<file path="config.mk">
export PLATFORM = sky130hd
export DESIGN_NAME = f1_start_ctrl_flat
export DESIGN_NICKNAME = d
export VERILOG_FILES = /design/src/rtl/f1_start_ctrl_if.sv /design/src/rtl/f1_start_ctrl.sv /design/src/flat_wrapper.sv
export SDC_FILE = /design/constraint.sdc
export NUM_CORES = 1
export LEC_CHECK = 0
export CORE_MARGIN = 4
export CORE_UTILIZATION = 55
export CTS_CLUSTER_SIZE = 24
export DETAILED_ROUTE_END_ITERATION = 10
export PLACE_DENSITY_LB_ADDON = 0.05
export SLEW_MARGIN = 30
export SYNTH_ARGS = -nofsm -noshare
export SYNTH_HDL_FRONTEND = slang
export SYNTH_SLANG_ARGS = --single-unit
</file>
<file path="constraint.sdc">
create_clock -name clk -period 3.3 [get_ports clk]
set_clock_uncertainty 0.15 [all_clocks]
set_input_delay 0.495 -clock clk [delete_from_list [all_inputs] [get_ports clk]]
set_output_delay 0.495 -clock clk [all_outputs]
set_load 0.005 [all_outputs]
</file>
<file path="src/rtl/f1_start_ctrl_if.sv">
// Start-light controller bundle: driver/sequencer inputs and light/timing outputs.
interface f1_start_ctrl_if;
  logic        trigger;
  logic        react;
  logic [7:0]  data_out;
  logic [15:0] react_time;
  logic        valid;
  logic        false_start;

  // The stimulus/sequencer side drives trigger and react.
  modport master (
    output trigger,
    output react,
    input  data_out,
    input  react_time,
    input  valid,
    input  false_start
  );

  // The controller side consumes trigger and react.
  modport slave (
    input  trigger,
    input  react,
    output data_out,
    output react_time,
    output valid,
    output false_start
  );
endinterface

</file>
<file path="src/rtl/f1_start_ctrl.sv">
// F1-style start-light controller and reaction timer.
// The light bar fills one lamp per step, holds for a pseudo-random
// number of steps, goes dark, then times the driver's reaction.
// Pressing before lights-out is reported as a false start.
module f1_start_ctrl #(
  parameter int unsigned TICK_DIV = 4,
  parameter logic [6:0]  SEED     = 7'h01
) (
  input logic            clk,
  input logic            rst,
  f1_start_ctrl_if.slave bus
);

  typedef enum logic [2:0] {
    IDLE   = 3'd0,
    LIGHTS = 3'd1,
    HOLD   = 3'd2,
    TIMING = 3'd3,
    DONE   = 3'd4
  } state_e;

  localparam logic [15:0] TICK_LAST = 16'(TICK_DIV - 1);

  // x^7 + x^6 + 1 Fibonacci step; maximal length, so a non-zero seed never reaches zero.
  function automatic logic [6:0] lfsr_next(input logic [6:0] cur);
    lfsr_next = {cur[5:0], cur[6] ^ cur[5]};
  endfunction

  state_e      state_q, state_d;
  logic [15:0] tick_q, tick_d;
  logic [6:0]  lfsr_q, lfsr_d;
  logic [6:0]  delay_q, delay_d;
  logic [15:0] rt_q, rt_d;
  logic [7:0]  data_out_q, data_out_d;
  logic [15:0] react_time_q, react_time_d;
  logic        valid_q, valid_d;
  logic        false_start_q, false_start_d;
  logic        step_s;

  assign step_s          = (tick_q == TICK_LAST);
  assign bus.data_out    = data_out_q;
  assign bus.react_time  = react_time_q;
  assign bus.valid       = valid_q;
  assign bus.false_start = false_start_q;

  // State and output registers; reset drops everything back to a dark, idle bar.
  always_ff @(posedge clk or posedge rst) begin
    if (rst) begin
      state_q       <= IDLE;
      tick_q        <= 16'd0;
      lfsr_q        <= SEED;
      delay_q       <= 7'd0;
      rt_q          <= 16'd0;
      data_out_q    <= 8'h00;
      react_time_q  <= 16'd0;
      valid_q       <= 1'b0;
      false_start_q <= 1'b0;
    end else begin
      state_q       <= state_d;
      tick_q        <= tick_d;
      lfsr_q        <= lfsr_d;
      delay_q       <= delay_d;
      rt_q          <= rt_d;
      data_out_q    <= data_out_d;
      react_time_q  <= react_time_d;
      valid_q       <= valid_d;
      false_start_q <= false_start_d;
    end
  end

  // Next-state and next-output logic for the start sequence.
  always_comb begin
    state_d       = state_q;
    tick_d        = 16'd0;
    lfsr_d        = lfsr_next(lfsr_q);
    delay_d       = delay_q;
    rt_d          = rt_q;
    data_out_d    = data_out_q;
    react_time_d  = react_time_q;
    valid_d       = valid_q;
    false_start_d = false_start_q;

    case (state_q)
      IDLE: begin
        data_out_d = 8'h00;
        if (bus.trigger) begin
          state_d       = LIGHTS;
          data_out_d    = 8'h01;
          valid_d       = 1'b0;
          false_start_d = 1'b0;
        end else begin
          state_d = IDLE;
        end
      end

      LIGHTS: begin
        if (bus.react) begin
          // Jumped the lights: abort and flag, keep the last good time.
          state_d       = DONE;
          data_out_d    = 8'h00;
          valid_d       = 1'b0;
          false_start_d = 1'b1;
        end else if (step_s) begin
          if (data_out_q == 8'hFF) begin
            // Full bar for one step already; freeze it for a random hold.
            state_d = HOLD;
            delay_d = lfsr_q;
          end else begin
            data_out_d = {data_out_q[6:0], 1'b1};
          end
        end else begin
          tick_d = tick_q + 16'd1;
        end
      end

      HOLD: begin
        if (bus.react) begin
          // A press on the very last hold cycle still counts as early.
          state_d       = DONE;
          data_out_d    = 8'h00;
          valid_d       = 1'b0;
          false_start_d = 1'b1;
        end else if (step_s) begin
          if (delay_q <= 7'd1) begin
            state_d    = TIMING;
            data_out_d = 8'h00;
            rt_d       = 16'd0;
          end else begin
            delay_d = delay_q - 7'd1;
          end
        end else begin
          tick_d = tick_q + 16'd1;
        end
      end

      TIMING: begin
        if (bus.react) begin
          state_d      = DONE;
          react_time_d = rt_q;
          valid_d      = 1'b1;
        end else if (rt_q != 16'hFFFF) begin
          rt_d = rt_q + 16'd1;
        end else begin
          rt_d = rt_q;
        end
      end

      DONE: begin
        // Trigger beats react here; react is then judged in LIGHTS.
        if (bus.trigger) begin
          state_d       = LIGHTS;
          data_out_d    = 8'h01;
          valid_d       = 1'b0;
          false_start_d = 1'b0;
        end else begin
          state_d = DONE;
        end
      end

      default: begin
        state_d    = IDLE;
        data_out_d = 8'h00;
      end
    endcase
  end

endmodule

</file>
<file path="src/flat_wrapper.sv">
// flat-port wrapper written by rule: the top's interface ports become plain ports
module f1_start_ctrl_flat 
#(
  parameter int unsigned TICK_DIV = 4,
  parameter logic [6:0]  SEED     = 7'h01
)
  (clk, rst, bus_trigger, bus_react, bus_data_out, bus_react_time, bus_valid, bus_false_start);
  f1_start_ctrl_if bus_i ();
  input logic clk;
  input logic rst;
  input wire logic [$bits(bus_i.trigger)-1:0] bus_trigger;
  input wire logic [$bits(bus_i.react)-1:0] bus_react;
  output wire logic [$bits(bus_i.data_out)-1:0] bus_data_out;
  output wire logic [$bits(bus_i.react_time)-1:0] bus_react_time;
  output wire logic [$bits(bus_i.valid)-1:0] bus_valid;
  output wire logic [$bits(bus_i.false_start)-1:0] bus_false_start;
  assign bus_i.trigger = bus_trigger;
  assign bus_i.react = bus_react;
  assign bus_data_out = bus_i.data_out;
  assign bus_react_time = bus_i.react_time;
  assign bus_valid = bus_i.valid;
  assign bus_false_start = bus_i.false_start;
  f1_start_ctrl #(.TICK_DIV(TICK_DIV), .SEED(SEED)) u_core (.clk(clk), .rst(rst), .bus(bus_i));
endmodule
</file>
==> results_dict.tcl <==
set metrics [dict create \
    synth_edf_count 0 \
    slowest_delay_ps 670 \
    diodes 0 \
    min_period_ps 2640 \
    yosys_register_bits 75 \
    die-area_um2 8020 \
    cts_resized 0 \
    status "complete, no violations" \
    clockBufferDepth 2 \
    crit_fanout 16 \
    fin_crit_sh_pct 80.0 \
    cts_made_buffers 9 \
    fin_setup_tns_ps 0 \
    fp.dieW_um 89.6 \
    gp_congestion 0.863 \
    syn_area_per_cell_um2 10.1 \
    post-route-util_pct 65.5 \
    synthFlopType "dfrtp_1" \
    die_y_um 89.6 \
    dp.cells 462 \
    vias 2719 \
    antenna_found_initial 0 \
    grt_overflow 0 \
    port_buffers 29 \
    crit_chain "ha_1 > nor3b_1 > and4_1 > o21ai_0 > a211oi_4 > a31oi_1" \
    grt_pass1_wl_um 13000 \
    core_area_um2 6420 \
    power_density_nw_per_um2 476 \
    hp-class "flop to flop" \
    drt_iter0_drc 184 \
    yosys_warnings 0 \
    fillers 535 \
    grt_setup_unrepaired "no" \
    cts_root_buf "clkbuf_8" \
    initial_core_util_pct 57.0 \
    wire_per_inst_um 15.3 \
    timing.reg2reg.setup_slack_ps 660 \
    synthCells 361 \
    crit_path_start_kind "flop" \
    hold_violations 0 \
    multi_input_area_um2 1650 \
    syn_area_um2 3660 \
    netlist-cell-type-count 52 \
    setup_viol 0 \
    path_clk_slew_ps 80 \
    grt_use_total_pct 20.9 \
    max_cap_violations 0 \
    routed_wl_um 7310 \
    p_leak_nw 1.82 \
    grt_max_degree 30 \
    seq_area_frac_synth_pct 51.3 \
    antenna_left 0 \
    max_clock_freq_ghz 0.379 \
    cts_htree_levels 3 \
    async_flop_share_pct 100 \
    worst_pin_slew_ps 737 \
    required_ps 3330 \
    post-dp-hpwl_um 5020 \
    fin_area_um2 4210 \
    drive_gt1_share_pct 13.3 \
    post_cts_buffers 0 \
    cp.arrival_ps 2670 \
    syn_to_final_growth_pct 15.0 \
    hold_depth 0 \
    io_pins 30 \
    timing.slew.headroom_pct 50.7 \
    clock_latency_ps 340 \
    critical_path.slowest_cell "a211oi_4" \
    criticalPathCategory "flop to flop" \
    cts_hold_buffers 0 \
    cts_num_sinks 75 \
    slew_viol_final 0 \
    ff2ff_path_depth 6 \
    seq_area_um2 1880 \
    viasPerCell 5.70 \
    cts_tree "done" \
    peakVddDrop_mv 0.257 \
    grt_pass1_vias 2720 \
    critPathCaptureType "flop" \
    syn-num-nets 369 \
    nets 404 \
    drc 0 \
    finalNonFillerCells 477 \
    place_area_um2 4030 \
    num_rows 29 \
    firstDrtPassIters 4 \
]
==> registers in the layout, indices dropped and copies added, names as in the netlist, 3 cells and up <==
register and count:
u_core.tick_q 16, u_core.bus.react_time 16, u_core.bus.data_out 8, u_core.rt_q 16
u_core.state_q 3, u_core.delay_q 7, u_core.lfsr_q 7
==> layout make-up <==
| class | count | share of cell area, % |
|---|---|---|
| clock buffers | 9 | 2.94 |
| multi-input cells | 257 | 39.1 |
| inverters | 17 | 1.52 |
| repair buffers | 36 | 8.15 |
| well taps | 77 | 2.29 |
| flip-flops and latches | 75 | 44.6 |
| clock inverters | 6 | 1.37 |
==> worst paths after layout <==
| check | startpoint | endpoint |
|---|---|---|
| worst max-delay path | u_core.tick_q[0] | u_core.rt_q[9] |
| worst min-delay path | u_core.lfsr_q[3] | u_core.lfsr_q[4] |
| worst max register to register | u_core.tick_q[0] | u_core.rt_q[9] |
| worst min register to register | u_core.lfsr_q[3] | u_core.lfsr_q[4] |
| max in group asynchronous | rst | u_core.lfsr_q[0] |
| min in group asynchronous | rst | u_core.tick_q[10] |
==> power by group <==
group          internal [mW]  total (mW)  switching [mW]
clock                  0.339       0.666           0.327
sequential             0.965        1.03          0.0686
combinational          0.142       0.301           0.159
==> layout by cell type (no fill, tap or decap), drive strengths merged, types with 9 or more instances in the layout <==
cell and instances:
a31oi 18, o21ai 11, clkbuf 9, dfrtp 74, clkdlybuf4s50 29, and3 9
nand3 14, mux2i 9, nor3 11, nand2 39, a21oi 18, nor2 40
inv 17, mux2 15
==> logic make-up (layout without fill, tap and decap cells) <==
logic type	count (synthesis)	in the layout	share of synthesized area [%]
DFF	75	75	51.3
adders and majority gates	4	4	1.37
buffers and inverters	29	68	3.73
AOI/OAI and AO/OA	70	70	13.4
and+or+nand+nor	144	144	19.6
muxes	24	24	7.08
xor gates and xnor gates	15	15	3.59
==> synthesized netlist by cell type, types with 9 or more instances <==
master / instances / share of area [%]
mux2_2: 15 / 4.6
nor2_1: 40 / 4.1
mux2i_1: 9 / 2.5
a21oi_1: 18 / 2.5
nand3_1: 13 / 1.8
and3_1: 9 / 1.5
inv_1: 17 / 1.7
nand2_1: 38 / 3.9
nor3_1: 11 / 1.5
dfrtp_1: 74 / 51
a31oi_1: 18 / 3.1
o21ai_0: 10 / 1.4
==> layer usage <==
metal  part of all wire, %  global-route usage, %  wire length (um)  vias to the layer above
li1                      -                      -                 -                     1343
met1                    48                   29.4              3520                     1317
met2                    47                   31.4              3400                       54
met3                   4.3                   5.75               315                        5
met4                   1.0                   6.50                76                        0
met5                     0                      0                 0                        -
==> critical path: cells and delay by family, from the launching register on <==
family	cells	cell delay, ps
AOI/OAI and AO/OA	3	1070
adders and majority gates	1	240
DFF	1	370
and+or+nand+nor	2	650
==> per-stage QoR <==
stage / setup WS [ps] / total power, mW / hold WS (ps)
floorplan: 747 / 1.25 / 204
CTS: 675 / 2.03 / 233
global placement: 686 / 1.34 / 216
finish: 659 / 2.00 / 233
detailed placement: 610 / 1.36 / 219
global route: 496 / 2.12 / 259
No activity file was read; power rests on OpenSTA's default activity.
